==> src/rtl/reg_file_initializer_pkg.sv <==
// Shared opcode, flag index and ALU operation-class definitions
// for the 16x16 register file / ALU datapath.
package reg_file_initializer_pkg;

    localparam int DATA_W = 16;
    localparam int REG_N  = 16;
    localparam int FLAG_W = 5;

    localparam int FLAG_Z = 4;
    localparam int FLAG_C = 3;
    localparam int FLAG_F = 2;
    localparam int FLAG_L = 1;
    localparam int FLAG_N = 0;

    localparam logic [7:0] OP_NOP    = 8'h00;
    localparam logic [7:0] OP_AND    = 8'h01;
    localparam logic [7:0] OP_ANDI   = 8'h10;
    localparam logic [7:0] OP_OR     = 8'h02;
    localparam logic [7:0] OP_ORI    = 8'h20;
    localparam logic [7:0] OP_XOR    = 8'h03;
    localparam logic [7:0] OP_XORI   = 8'h30;
    localparam logic [7:0] OP_NOT    = 8'h0F;
    localparam logic [7:0] OP_ADD    = 8'h05;
    localparam logic [7:0] OP_ADDI   = 8'h50;
    localparam logic [7:0] OP_ADDU   = 8'h06;
    localparam logic [7:0] OP_ADDUI  = 8'h60;
    localparam logic [7:0] OP_ADDC   = 8'h07;
    localparam logic [7:0] OP_ADDCI  = 8'h70;
    localparam logic [7:0] OP_ADDCU  = 8'h04;
    localparam logic [7:0] OP_ADDCUI = 8'h40;
    localparam logic [7:0] OP_SUB    = 8'h09;
    localparam logic [7:0] OP_SUBI   = 8'h90;
    localparam logic [7:0] OP_CMP    = 8'h0B;
    localparam logic [7:0] OP_CMPI   = 8'hB0;
    localparam logic [7:0] OP_CMPU   = 8'h08;
    localparam logic [7:0] OP_CMPUI  = 8'h0C;
    localparam logic [7:0] OP_LSH    = 8'h84;
    localparam logic [7:0] OP_LSHI   = 8'h80;
    localparam logic [7:0] OP_ALSH   = 8'h86;
    localparam logic [7:0] OP_ALSHI  = 8'h82;
    localparam logic [7:0] OP_RSH    = 8'h85;
    localparam logic [7:0] OP_RSHI   = 8'h81;
    localparam logic [7:0] OP_ARSH   = 8'h87;
    localparam logic [7:0] OP_ARSHI  = 8'h83;

    typedef enum logic [3:0] {
        CLS_NONE,
        CLS_ADD,
        CLS_ADDC,
        CLS_SUB,
        CLS_CMP,
        CLS_CMPU,
        CLS_AND,
        CLS_OR,
        CLS_XOR,
        CLS_NOT,
        CLS_LSH,
        CLS_RSH,
        CLS_ARSH
    } alu_class_e;

    // Register and immediate forms collapse onto one class.
    function automatic alu_class_e op_class(input logic [7:0] op);
        alu_class_e c;
        case (op)
            OP_ADD, OP_ADDI, OP_ADDU, OP_ADDUI:       c = CLS_ADD;
            OP_ADDC, OP_ADDCI, OP_ADDCU, OP_ADDCUI:   c = CLS_ADDC;
            OP_SUB, OP_SUBI:                          c = CLS_SUB;
            OP_CMP, OP_CMPI:                          c = CLS_CMP;
            OP_CMPU, OP_CMPUI:                        c = CLS_CMPU;
            OP_AND, OP_ANDI:                          c = CLS_AND;
            OP_OR, OP_ORI:                            c = CLS_OR;
            OP_XOR, OP_XORI:                          c = CLS_XOR;
            OP_NOT:                                   c = CLS_NOT;
            OP_LSH, OP_LSHI, OP_ALSH, OP_ALSHI:       c = CLS_LSH;
            OP_RSH, OP_RSHI:                          c = CLS_RSH;
            OP_ARSH, OP_ARSHI:                        c = CLS_ARSH;
            default:                                  c = CLS_NONE;
        endcase
        return c;
    endfunction

endpackage

==> src/rtl/reg_file_initializer_alu.sv <==
// Combinational 16-bit ALU: result, next flags and write strobes
// for register file and flag register.
module alu
    import reg_file_initializer_pkg::*;
(
    input  logic [DATA_W-1:0] a,
    input  logic [DATA_W-1:0] b,
    input  logic [7:0]        op_code,
    input  logic              carry_in,
    output logic [DATA_W-1:0] result,
    output logic [FLAG_W-1:0] flags_next,
    output logic              flag_we,
    output logic              reg_we
);

    alu_class_e      cls;
    logic            cin;
    logic [DATA_W:0] sum;
    logic [DATA_W:0] diff;
    logic [3:0]      shamt;
    logic            slt;
    logic            ult;
    logic            add_ovf;
    logic            sub_ovf;

    assign cls   = op_class(op_code);
    assign cin   = (cls == CLS_ADDC) ? carry_in : 1'b0;
    assign sum   = {1'b0, a} + {1'b0, b} + {{DATA_W{1'b0}}, cin};
    assign diff  = {1'b0, a} - {1'b0, b};
    assign shamt = b[3:0];
    assign slt   = $signed(a) < $signed(b);
    assign ult   = a < b;

    // Overflow: operands agree (add) or differ (sub) in sign, result does not match A.
    assign add_ovf = (a[15] == b[15]) && (sum[15] != a[15]);
    assign sub_ovf = (a[15] != b[15]) && (diff[15] != a[15]);

    always_comb begin
        result     = '0;
        flags_next = '0;
        flag_we    = 1'b0;
        reg_we     = 1'b0;
        unique case (cls)
            CLS_ADD, CLS_ADDC: begin
                result             = sum[DATA_W-1:0];
                reg_we             = 1'b1;
                flag_we            = 1'b1;
                flags_next[FLAG_Z] = (sum[DATA_W-1:0] == '0);
                flags_next[FLAG_C] = sum[DATA_W];
                flags_next[FLAG_F] = add_ovf;
                flags_next[FLAG_L] = 1'b0;
                flags_next[FLAG_N] = sum[15];
            end
            CLS_SUB: begin
                result             = diff[DATA_W-1:0];
                reg_we             = 1'b1;
                flag_we            = 1'b1;
                flags_next[FLAG_Z] = (diff[DATA_W-1:0] == '0);
                flags_next[FLAG_C] = ult;
                flags_next[FLAG_F] = sub_ovf;
                flags_next[FLAG_L] = slt;
                flags_next[FLAG_N] = diff[15];
            end
            CLS_CMP, CLS_CMPU: begin
                result             = diff[DATA_W-1:0];
                flag_we            = 1'b1;
                flags_next[FLAG_Z] = (a == b);
                flags_next[FLAG_C] = ult;
                flags_next[FLAG_F] = 1'b0;
                flags_next[FLAG_L] = (cls == CLS_CMPU) ? ult : slt;
                flags_next[FLAG_N] = slt;
            end
            CLS_AND: begin
                result = a & b;
                reg_we = 1'b1;
            end
            CLS_OR: begin
                result = a | b;
                reg_we = 1'b1;
            end
            CLS_XOR: begin
                result = a ^ b;
                reg_we = 1'b1;
            end
            CLS_NOT: begin
                result = ~a;
                reg_we = 1'b1;
            end
            CLS_LSH: begin
                result = a << shamt;
                reg_we = 1'b1;
            end
            CLS_RSH: begin
                result = a >> shamt;
                reg_we = 1'b1;
            end
            CLS_ARSH: begin
                result = $signed(a) >>> shamt;
                reg_we = 1'b1;
            end
            default: begin
                result = '0;
            end
        endcase
    end

endmodule

==> src/rtl/reg_file_initializer.sv <==
// 16x16-bit register file around a combinational ALU, with a
// registered 5-bit status flag word and every register exposed.
module reg_file_initializer
    import reg_file_initializer_pkg::*;
(
    input  logic                clk,
    input  logic                reset,
    input  logic [REG_N-1:0]    regEnable,
    input  logic [DATA_W-1:0]   immediate,
    input  logic                use_imm,
    input  logic [7:0]          opCode,
    input  logic [3:0]          a_select,
    input  logic [3:0]          b_select,
    output logic [DATA_W-1:0]   r0,
    output logic [DATA_W-1:0]   r1,
    output logic [DATA_W-1:0]   r2,
    output logic [DATA_W-1:0]   r3,
    output logic [DATA_W-1:0]   r4,
    output logic [DATA_W-1:0]   r5,
    output logic [DATA_W-1:0]   r6,
    output logic [DATA_W-1:0]   r7,
    output logic [DATA_W-1:0]   r8,
    output logic [DATA_W-1:0]   r9,
    output logic [DATA_W-1:0]   r10,
    output logic [DATA_W-1:0]   r11,
    output logic [DATA_W-1:0]   r12,
    output logic [DATA_W-1:0]   r13,
    output logic [DATA_W-1:0]   r14,
    output logic [DATA_W-1:0]   r15,
    output logic [FLAG_W-1:0]   flags
);

    logic [DATA_W-1:0] rf [REG_N];
    logic [DATA_W-1:0] op_a;
    logic [DATA_W-1:0] op_b;
    logic [DATA_W-1:0] result;
    logic [FLAG_W-1:0] flags_next;
    logic [FLAG_W-1:0] flags_q;
    logic              flag_we;
    logic              reg_we;

    assign op_a = rf[a_select];
    assign op_b = use_imm ? immediate : rf[b_select];

    alu u_alu (
        .a          (op_a),
        .b          (op_b),
        .op_code    (opCode),
        .carry_in   (flags_q[FLAG_C]),
        .result     (result),
        .flags_next (flags_next),
        .flag_we    (flag_we),
        .reg_we     (reg_we)
    );

    // Operands are sampled before the edge, so a register may be both source and target.
    for (genvar i = 0; i < REG_N; i++) begin : g_reg
        logic [DATA_W-1:0] q;
        always_ff @(posedge clk or negedge reset) begin
            if (!reset) begin
                q <= '0;
            end else if (reg_we && regEnable[i]) begin
                q <= result;
            end
        end
        assign rf[i] = q;
    end

    always_ff @(posedge clk or negedge reset) begin
        if (!reset) begin
            flags_q <= '0;
        end else if (flag_we) begin
            flags_q <= flags_next;
        end
    end

    assign flags = flags_q;

    assign r0  = rf[0];
    assign r1  = rf[1];
    assign r2  = rf[2];
    assign r3  = rf[3];
    assign r4  = rf[4];
    assign r5  = rf[5];
    assign r6  = rf[6];
    assign r7  = rf[7];
    assign r8  = rf[8];
    assign r9  = rf[9];
    assign r10 = rf[10];
    assign r11 = rf[11];
    assign r12 = rf[12];
    assign r13 = rf[13];
    assign r14 = rf[14];
    assign r15 = rf[15];

endmodule

==> config.mk <==
export PLATFORM = sky130hd
export DESIGN_NAME = reg_file_initializer
export DESIGN_NICKNAME = d
export VERILOG_FILES = /design/src/rtl/reg_file_initializer_pkg.sv /design/src/rtl/reg_file_initializer_alu.sv /design/src/rtl/reg_file_initializer.sv
export SDC_FILE = /design/constraint.sdc
export NUM_CORES = 1
export LEC_CHECK = 0
export ABC_AREA = 1
export BUFFER_PORTS_ARGS = -buffer_cell sky130_fd_sc_hd__buf_2
export CAP_MARGIN = 20
export CORE_UTILIZATION = 59
export CTS_CLUSTER_SIZE = 20
export DETAILED_ROUTE_END_ITERATION = 7
export PLACE_DENSITY = 0.9
export SLEW_MARGIN = 30
export SYNTH_ARGS = -nofsm -noshare
export SYNTH_HDL_FRONTEND = slang
export SYNTH_SLANG_ARGS = --single-unit
==> constraint.sdc <==
create_clock -name clk -period 3.8 [get_ports clk]
set_input_delay 0.76 -clock clk [delete_from_list [all_inputs] [get_ports clk]]
set_output_delay 0.76 -clock clk [all_outputs]
set_load 0.005 [all_outputs]
==> reports/summary.txt, run 1 <==
====================================================================================
Run status                                                              stopped before the end
Stage at which the run stopped                                               5_1_grt
Error message                                                           [ERROR GRT-0232] Routing congestion too high. Check the congestion heatmap in the GUI.
Width of the die                                                              185 um
Count leader, synth                                                     sky130_fd_sc_hd__nand2_1
Number of buffers on the longest clock path                                        3
Synth Register Bits                                                              261
Worst endpoint pin kind                                                 sequential cell input
Post-Syn Nets                                                                   3166
Placed instance count                                                           4118
Fraction of synthesized cell area taken by the top area cell type              0.330
Portion of the post-synthesis area used by sequential elements                 0.330
Initial core utilization                                                       0.604
Buffers on Ports                                                                 311
Remaining Overflow, GRT                                                          359
Die Ht                                                                        185 um
Hold buffers post-CTS                                                              0
Largest net degree at the start of global routing                                101
Library cell occupying the most area in the post-synthesis netlist      sky130_fd_sc_hd__dfrtp_1
Inserted Clock Buffers                                                            29
Clock tree root driver cell                                             sky130_fd_sc_hd__clkbuf_16
Worst endpoint, post-GRT repair                                         r6[14]$_DFFE_PN0P_/D
Number of H-tree levels                                                            1
Number of clock sinks                                                            261
Synth Cell Area                                                            19800 um2
Post-synth EDFFs                                                                   0
Leading cell types by total area after synthesis                        sky130_fd_sc_hd__dfrtp_1 (33%), sky130_fd_sc_hd__nand2_1 (25%), sky130_fd_sc_hd__nand3_1 (9.5%)
Total global routing track utilization                                         0.872
Primary flip-flop cell chosen by synthesis mapping                      sky130_fd_sc_hd__dfrtp_1
Hpwl dp                                                                     73600 um
Syn Inst Count                                                                  3063
Share of flip-flops with an asynchronous set or reset after synthesis           1.00
Number of placement rows                                                          66
Routability congestion estimate from global placement                           1.21
Synthesis Warnings                                                                 0
Cell variety after synth                                                          60
Top cells by count, synth                                               sky130_fd_sc_hd__nand2_1 (1305), sky130_fd_sc_hd__nand3_1 (374), sky130_fd_sc_hd__dfrtp_1 (261)
I/O pins                                                                         312
Average instance area after synthesis                                       6.47 um2
====================================================================================
kinds of logic after synthesis:
family                   count (synthesis)  synth area share
buffers and inverters                  375            0.0939
AO/OA/AOI/OAI                          383             0.114
flip-flops                             261             0.330
XOR/XNOR                                24            0.0106
adder cells (fa/ha/maj)                 52            0.0340
AND/OR/NAND/NOR                       1968             0.418
what timing repair did:
item                                    CTS
resized for setup                       106
setup buffers                            49
gates cloned                              6
pin swaps                                31
endpoints found under the setup margin  177
metal layers:
metal / overflow / global-route usage
met5: 5 / 0.604
met4: 151 / 0.862
met3: 24 / 0.777
met2: 160 / 0.977
met1: 19 / 0.871
per-stage QoR:
stage | worst slack, ns | setup TNS (ns) | hold WS, ns | cell area, um2 | utilization
2_1_floorplan | -0.172 | -9.32 | 0.464 | 20200 | -
4_1_cts | -0.0340 | -0.0478 | 0.185 | 27100 | 0.826
3_3_place_gp | -1.03 | -161.60 | 0.480 | 25100 | 0.766
3_5_place_dp | -1.13 | -180.13 | 0.494 | 25100 | 0.766
==> inputs of run 2 (changes only) <==
CORE_UTILIZATION = 40   (was 59)
CTS_CLUSTER_SIZE = default   (was 20)
PLACE_DENSITY = default   (was 0.9)
PLACE_DENSITY_LB_ADDON = 0.15   (was default)
==> run 2 against run 1 <==
Net effect:
- the flow now finishes, with violations (negative setup slack)
- synthesized area unchanged
- synthesized cell count is the same
==> reports/summary.txt, run 2 <==
==================================================================================================
Run status                                                                            finished with violations   was stopped before the end
Failing checks                                                                        negative setup slack
Power per Cell Area                                                                     376 nW/um2
Buffer and inverter count on the worst path                                                      5
Max-slew violation total from the final report                                                   0
Initial DRC Count                                                                             3391
Drt drc                                                                                          0
CTS tree                                                                                     built
Wire length of the first global-routing pass                                             155000 um
Setup CP Type                                                                               in2reg
Leading cell types by total area after synthesis                                      sky130_fd_sc_hd__dfrtp_1 (33%), sky130_fd_sc_hd__nand2_1 (25%), sky130_fd_sc_hd__nand3_1 (9.5%)   unchanged
Sum of routed wire length over all layers                                                110000 um
Routability congestion estimate from global placement                                         1.02   was 1.21
Number of buffers on the longest clock path                                                      3   unchanged
Clock tree root driver cell                                                           sky130_fd_sc_hd__clkbuf_16   unchanged
Synthesis Warnings                                                                               0   unchanged
Routing usage on met2                                                                        0.624
Reg-to-reg slack, setup                                                                    0.08 ns
Synth Register Bits                                                                            261   unchanged
Fraction of synthesized cell area taken by the top area cell type                            0.330   unchanged
Area taken by multi-input logic gates                                                    12700 um2
Post-layout worst setup margin                                                           -0.108 ns
Number of global-route vias before repair                                                    23900
Capturing element type of the critical path                                               register
Number of H-tree levels                                                                          1   unchanged
Number of placement rows                                                                        81   was 66
Signed area change from the synthesized netlist to the final layout                          45.9%
Fraction of met3 tracks used by global routing                                              0.0798
Type of element launching the critical path                                              input pin
Worst vdd ir                                                                              0.346 mV
I/O pins                                                                                       312   unchanged
Die Ht                                                                                      225 um   was 185 um
Width of the die                                                                            225 um   was 185 um
Final number of hold-violating endpoints                                                         0
Leakage power                                                                              15.9 nW
Worst path arrival time                                                                    4.40 ns
Share of final-layout standard cells stronger than drive strength 1                          0.335
Core outline area                                                                        48800 um2
Worst hold margin                                                                         0.124 ns
Final critical path time including I/O delays and setup                                    3.91 ns
Library cell occupying the most area in the post-synthesis netlist                    sky130_fd_sc_hd__dfrtp_1   unchanged
Remaining Overflow, GRT                                                                          0
Ant diodes                                                                                       0
Primary flip-flop cell chosen by synthesis mapping                                    sky130_fd_sc_hd__dfrtp_1   unchanged
Clock transition time at the flip-flop clock pins of the worst setup and hold paths        0.06 ns
Most common cell after layout, fill and taps aside                                    sky130_fd_sc_hd__nand2_1
Inserted Clock Buffers                                                                          31   was 29
DRT antenna net count                                                                            0
Max-Slew Margin vs Limit                                                                     0.493
Sum of negative setup slack                                                               -2.65 ns
Syn Inst Count                                                                                3063   unchanged
Average instance area after synthesis                                                     6.47 um2   unchanged
Initial core utilization                                                                     0.405   was 0.604
Hpwl dp                                                                                   77500 um   was 73600 um
Number of antenna violations at the first check in global routing                                1
Largest net degree at the start of global routing                                               78
CP delay by family, top                                                               simple AND/OR/NAND/NOR gates
Most used routing layer in global routing                                                     met2
Number of clock sinks                                                                          261   unchanged
Final setup violation count                                                                     76
Count leader, synth                                                                   sky130_fd_sc_hd__nand2_1   unchanged
Maximum clock skew at final layout                                                       0.0162 ns
Share of flip-flops with an asynchronous set or reset after synthesis                         1.00   unchanged
RSZ-0062 raised after global routing                                                          true
Finished Core Util                                                                           0.591
Via count                                                                                    26000
Register area                                                                             6530 um2
Synth Cell Area                                                                          19800 um2   unchanged
Hold buffers post-CTS                                                                            0   unchanged
Top cells by count, synth                                                             sky130_fd_sc_hd__nand2_1 (1305), sky130_fd_sc_hd__nand3_1 (374), sky130_fd_sc_hd__dfrtp_1 (261)   unchanged
Die outline area                                                                         50400 um2
Crit path max fanout                                                                             8
Buffers on Ports                                                                               311   unchanged
Post-Syn Nets                                                                                 3166   unchanged
Number of max-cap violations                                                                     0
Cell with the biggest individual delay on the critical path                           sky130_fd_sc_hd__fa_2
Fill cell instance count of the final layout                                                  4590
Cell variety after synth                                                                        60   unchanged
Most common cell on crit path                                                         sky130_fd_sc_hd__nand2_1
First-pass iteration count of the detailed router                                                6
Total number of nets in the final design                                                      3901
Portion of the post-synthesis area used by sequential elements                               0.330   unchanged
Final period utilization                                                                      1.03
Worst-skew pair later-pin latency                                                          0.62 ns
Upper clock frequency limit                                                                256 MHz
Overall power consumption                                                                  10.9 mW
Most frequent cells in the layout                                                     sky130_fd_sc_hd__nand2_1 (1226), sky130_fd_sc_hd__buf_4 (484), sky130_fd_sc_hd__nand3_1 (360)
Critical Path Max Stage Delay                                                              0.36 ns
Post-synth EDFFs                                                                                 0   unchanged
Met1 usage                                                                                   0.555
Total global routing track utilization                                                       0.413
Avg Vias per Cell                                                                             5.80
WP data required                                                                           4.29 ns
Post-placement worst setup slack                                                         -0.957 ns   was -1.13 ns
Wire per inst                                                                              24.5 um
Path class of the lowest-slack min-delay path                                             in2async
Measured slew at the worst slew-check pin                                                 0.760 ns
==================================================================================================
==> run 2: logic make-up (layout without fill, tap and decap cells) <==
family / Yosys count / after routing / share of synthesized area
xor gates and xnor gates: 24 / 24 / 0.0106
DFF: 261 / 261 / 0.330
AOI/OAI and AO/OA: 383 / 383 / 0.114
adders and majority gates: 52 / 52 / 0.0340
and+or+nand+nor: 1968 / 1969 / 0.418
buffers and inverters: 375 / 1131 / 0.0939
==> run 2: stage by stage <==
stage | area, um2 | instances
global route | 28900 | 4484
finish | 28900 | 4484
floorplan | 20200 | 3063
detailed placement | 25600 | 4355
global placement | 25600 | 4355
CTS | 27200 | 4429
==> run 2: worst paths after layout <==
check | from | end | cells past startpoint
max in group asynchronous | reset | r12[15] | 2
worst max-delay path | opCode[6] | r14[14] | 26
worst max register to register | r8[6] | r14[14] | 24
worst min register to register | r10[6] | r10[6] | 2
min in group clk | regEnable[14] | r14[2] | 4
worst min-delay path | reset | r14[2] | 1
==> run 2: routing by layer <==
metal / routed length (um) / up-vias / part of all wire
li1: - / 11400 / -
met1: 43100 / 12400 / 0.39
met2: 47200 / 1846 / 0.43
met3: 12300 / 374 / 0.11
met4: 7090 / 0 / 0.065
met5: 0 / - / 0
==> run 2: final cells by class <==
type,count,share of cell area
clock inverters,8,0.00550
repair buffers,882,0.241
inverters,191,0.0277
well taps,664,0.0288
flip-flops and latches,261,0.226
repair inverters,3,0.00143
multi-input cells,2428,0.440
clock buffers,47,0.0300
==> run 2: report_power, final <==
group | total [mW] | internal (mW) | switching [mW] | leakage, nW
logic | 4.30 | 1.85 | 2.45 | 11.8
clock network | 3.14 | 1.84 | 1.31 | 0.497
registers | 3.43 | 3.08 | 0.343 | 3.60
total | 10.9 | 6.77 | 4.10 | 15.9
==> run 2: timing repair <==
| action | CTS | global route |
|---|---|---|
| cloned | 4 | 14 |
| gates resized for setup | 75 | 300 |
| setup endpoints to repair | 165 | 197 |
| setup buffers | 15 | 46 |
| pin swaps | 30 | 87 |
==> run 2: worst register-to-register path, stage by stage, from the launching register on <==
cell,delay (ns)
sky130_fd_sc_hd__dfrtp_1,0.43
sky130_fd_sc_hd__inv_1,0.10
sky130_fd_sc_hd__o21ai_2,0.16
sky130_fd_sc_hd__a21oi_2,0.10
sky130_fd_sc_hd__o31ai_2,0.25
sky130_fd_sc_hd__buf_4,0.20
sky130_fd_sc_hd__nand2_4,0.07
sky130_fd_sc_hd__o21ai_4,0.07
sky130_fd_sc_hd__inv_2,0.07
sky130_fd_sc_hd__ha_4,0.24
sky130_fd_sc_hd__buf_6,0.14
sky130_fd_sc_hd__nand2_4,0.08
sky130_fd_sc_hd__nor3_4,0.04
sky130_fd_sc_hd__nand2_2,0.09
sky130_fd_sc_hd__nand3_4,0.11
sky130_fd_sc_hd__a21oi_4,0.16
sky130_fd_sc_hd__o21ai_1,0.09
sky130_fd_sc_hd__or2_1,0.26
sky130_fd_sc_hd__nand3_2,0.10
sky130_fd_sc_hd__nand3_2,0.10
sky130_fd_sc_hd__nor3_4,0.25
sky130_fd_sc_hd__nand2_2,0.16
sky130_fd_sc_hd__buf_12,0.19
sky130_fd_sc_hd__nand2_1,0.06
sky130_fd_sc_hd__nand2_1,0.07
Note: power is estimated with default switching activity, not from simulation.
==> inputs of run 3 (changes only) <==
clock period = 3.5 ns   (was 3.8 ns; I/O delays follow)
==> run 3 against run 2 <==
Net effect:
- the run still ends with negative setup slack left
- non-clock buffer count is 154 higher
- via count is 2.4% higher
- critical path depth is 1 higher
- total power is 11% higher
- wire length is 2.7% higher
- critical path type unchanged
- critical endpoint is now r4[14]
==> reports/summary.txt, run 3 (synthesized netlist as in run 2, its figures left out) <==
==================================================================================================
Setup CP Type                                                                               in2reg   unchanged
First-pass iteration count of the detailed router                                                6   unchanged
Capturing element type of the critical path                                               register   unchanged
Remaining Overflow, GRT                                                                          0   unchanged
Wire per inst                                                                              24.3 um   was 24.5 um
Die outline area                                                                         50400 um2   unchanged
Core outline area                                                                        48800 um2   unchanged
RSZ-0062 raised after global routing                                                          true   unchanged
Final critical path time including I/O delays and setup                                    3.92 ns
Number of global-route vias before repair                                                    25200   was 23900
Number of clock sinks                                                                          261   unchanged
Signed area change from the synthesized netlist to the final layout                          51.0%   was 45.9%
Most common cell on crit path                                                         sky130_fd_sc_hd__nor2_2   was sky130_fd_sc_hd__nand2_1
Clock transition time at the flip-flop clock pins of the worst setup and hold paths        0.06 ns   about the same
Run status                                                                            finished with violations   unchanged
Power per Cell Area                                                                     405 nW/um2   was 376 nW/um2
Final period utilization                                                                      1.12
Leakage power                                                                              16.7 nW   was 15.9 nW
Overall power consumption                                                                  12.1 mW   was 10.9 mW
Hold buffers post-CTS                                                                            0   unchanged
Share of final-layout standard cells stronger than drive strength 1                          0.359   was 0.335
Total number of nets in the final design                                                      4057   was 3901
Number of placement rows                                                                        81   unchanged
Drt drc                                                                                          0   unchanged
Initial DRC Count                                                                             2985   was 3391
Worst path arrival time                                                                    4.37 ns   was 4.40 ns
Clock tree root driver cell                                                           sky130_fd_sc_hd__clkbuf_16   unchanged
Sum of routed wire length over all layers                                                113000 um   was 110000 um
Type of element launching the critical path                                              input pin   unchanged
Final setup violation count                                                                    224   was 76
DRT antenna net count                                                                            0   unchanged
Largest net degree at the start of global routing                                               78   unchanged
Post-placement worst setup slack                                                          -1.30 ns   was -0.957 ns
Most frequent cells in the layout                                                     sky130_fd_sc_hd__nand2_1 (1233), sky130_fd_sc_hd__buf_4 (646), sky130_fd_sc_hd__nand3_1 (356)   was sky130_fd_sc_hd__nand2_1 (1226), sky130_fd_sc_hd__buf_4 (484), sky130_fd_sc_hd__nand3_1 (360)
Via count                                                                                    26700   was 26000
Path class of the lowest-slack min-delay path                                             in2async   unchanged
Avg Vias per Cell                                                                             5.74   was 5.80
Worst-skew pair later-pin latency                                                          0.57 ns   was 0.62 ns
WP data required                                                                           3.95 ns   was 4.29 ns
Reg-to-reg slack, setup                                                                   -0.21 ns   was 0.08 ns
Upper clock frequency limit                                                                255 MHz
Worst vdd ir                                                                              0.398 mV   was 0.346 mV
Routability congestion estimate from global placement                                         1.02   about the same
Crit path max fanout                                                                             8   unchanged
CTS tree                                                                                     built   unchanged
Die Ht                                                                                      225 um   unchanged
Number of H-tree levels                                                                          2   was 1
Failing checks                                                                        negative setup slack   unchanged
Width of the die                                                                            225 um   unchanged
Cell with the biggest individual delay on the critical path                           sky130_fd_sc_hd__fa_2   unchanged
Total global routing track utilization                                                       0.435   was 0.413
Max-Slew Margin vs Limit                                                                     0.492   was 0.493
Measured slew at the worst slew-check pin                                                 0.762 ns   was 0.760 ns
Number of buffers on the longest clock path                                                      3   unchanged
Critical Path Max Stage Delay                                                              0.36 ns   about the same
Maximum clock skew at final layout                                                       0.0266 ns   was 0.0162 ns
Number of max-cap violations                                                                     0   unchanged
Wire length of the first global-routing pass                                             162000 um   was 155000 um
Final number of hold-violating endpoints                                                         0   unchanged
Buffers on Ports                                                                               311   unchanged
Max-slew violation total from the final report                                                   0   unchanged
Most common cell after layout, fill and taps aside                                    sky130_fd_sc_hd__nand2_1   unchanged
Initial core utilization                                                                     0.405   unchanged
Post-layout worst setup margin                                                           -0.420 ns   was -0.108 ns
I/O pins                                                                                       312   unchanged
Number of antenna violations at the first check in global routing                                2   was 1
Hpwl dp                                                                                   79600 um   was 77500 um
Inserted Clock Buffers                                                                          34   was 31
==================================================================================================
==> run 3: cell count changes in the layout (fill, tap and decap cells not counted), moves of 6 or more <==
cell,previous run,this run
sky130_fd_sc_hd__nand3_2,24,31
sky130_fd_sc_hd__nand2_1,1226,1233
sky130_fd_sc_hd__buf_4,484,646
sky130_fd_sc_hd__clkbuf_1,13,6
sky130_fd_sc_hd__nor2_2,22,16
sky130_fd_sc_hd__clkbuf_8,3,9
==> run 3: report_power, final <==
| part | switching (mW) | internal, mW | total [mW] |
|---|---|---|---|
| clock | 1.50 | 2.03 | 3.53 |
| combinational | 2.77 | 2.18 | 4.96 |
| sequential | 0.263 | 3.35 | 3.61 |
==> run 3: worst max-delay path: cells and delay by family <==
kind	cells	cell delay (ns)
AO/OA/AOI/OAI	3	0.38
XOR/XNOR	1	0.26
adder cells (fa/ha/maj)	2	0.57
buffers and inverters	5	0.53
AND/OR/NAND/NOR	16	1.93
==> run 3: final timing paths <==
path,startpoint,to,cells past startpoint
max,opCode[7],r4[14],27
min,reset,r13[2],1
max reg2reg,r11[5],r7[7],24
min reg2reg,r10[15],r10[15],2
max in group asynchronous,reset,r10[7],2
min in group clk,regEnable[0],r0[1],4
==> run 3: final cells by class <==
type	count	area, um2
Fill cell	4628	18900
Multi-Input combinational cell	2428	12600
Timing Repair Buffer	1036	8030
Sequential cell	261	6530
Clock buffer	50	1020
Tap cell	664	831
Inverter	191	807
Clock inverter	8	63.8
Timing Repair inverter	2	22.5
Antenna cell	1	2.50
==> run 3: timing repair <==
item | in CTS | in global routing
setup buffers | 38 | 15
pin swaps | 51 | 45
resized for setup | 187 | 148
gates cloned | 13 | 5
hold endpoints to repair | 0 | 0
endpoints found under the setup margin | 213 | 229
==> run 3: layer usage <==
layer,wire (um),GRT usage,up-vias,part of all wire
met3,13300,0.104,406,0.12
met1,43800,0.571,12700,0.39
li1,-,-,11700,-
met2,48200,0.653,1760,0.43
met4,7270,0.249,2,0.065
met5,8,0,-,0.000071
==> run 3: per-stage QoR <==
step                hold WS [ns]  instances  utilization  area (um2)  setup TNS [ns]
finish                    0.0823       4641        0.612       29900          -46.65
global route               0.165       4640        0.612       29900          -78.13
CTS                        0.152       4622        0.598       29200          -26.25
floorplan                  0.404       3063            -       20300          -44.36
global placement           0.490       4514        0.548       26800         -232.91
detailed placement         0.503       4514        0.548       26800         -240.44
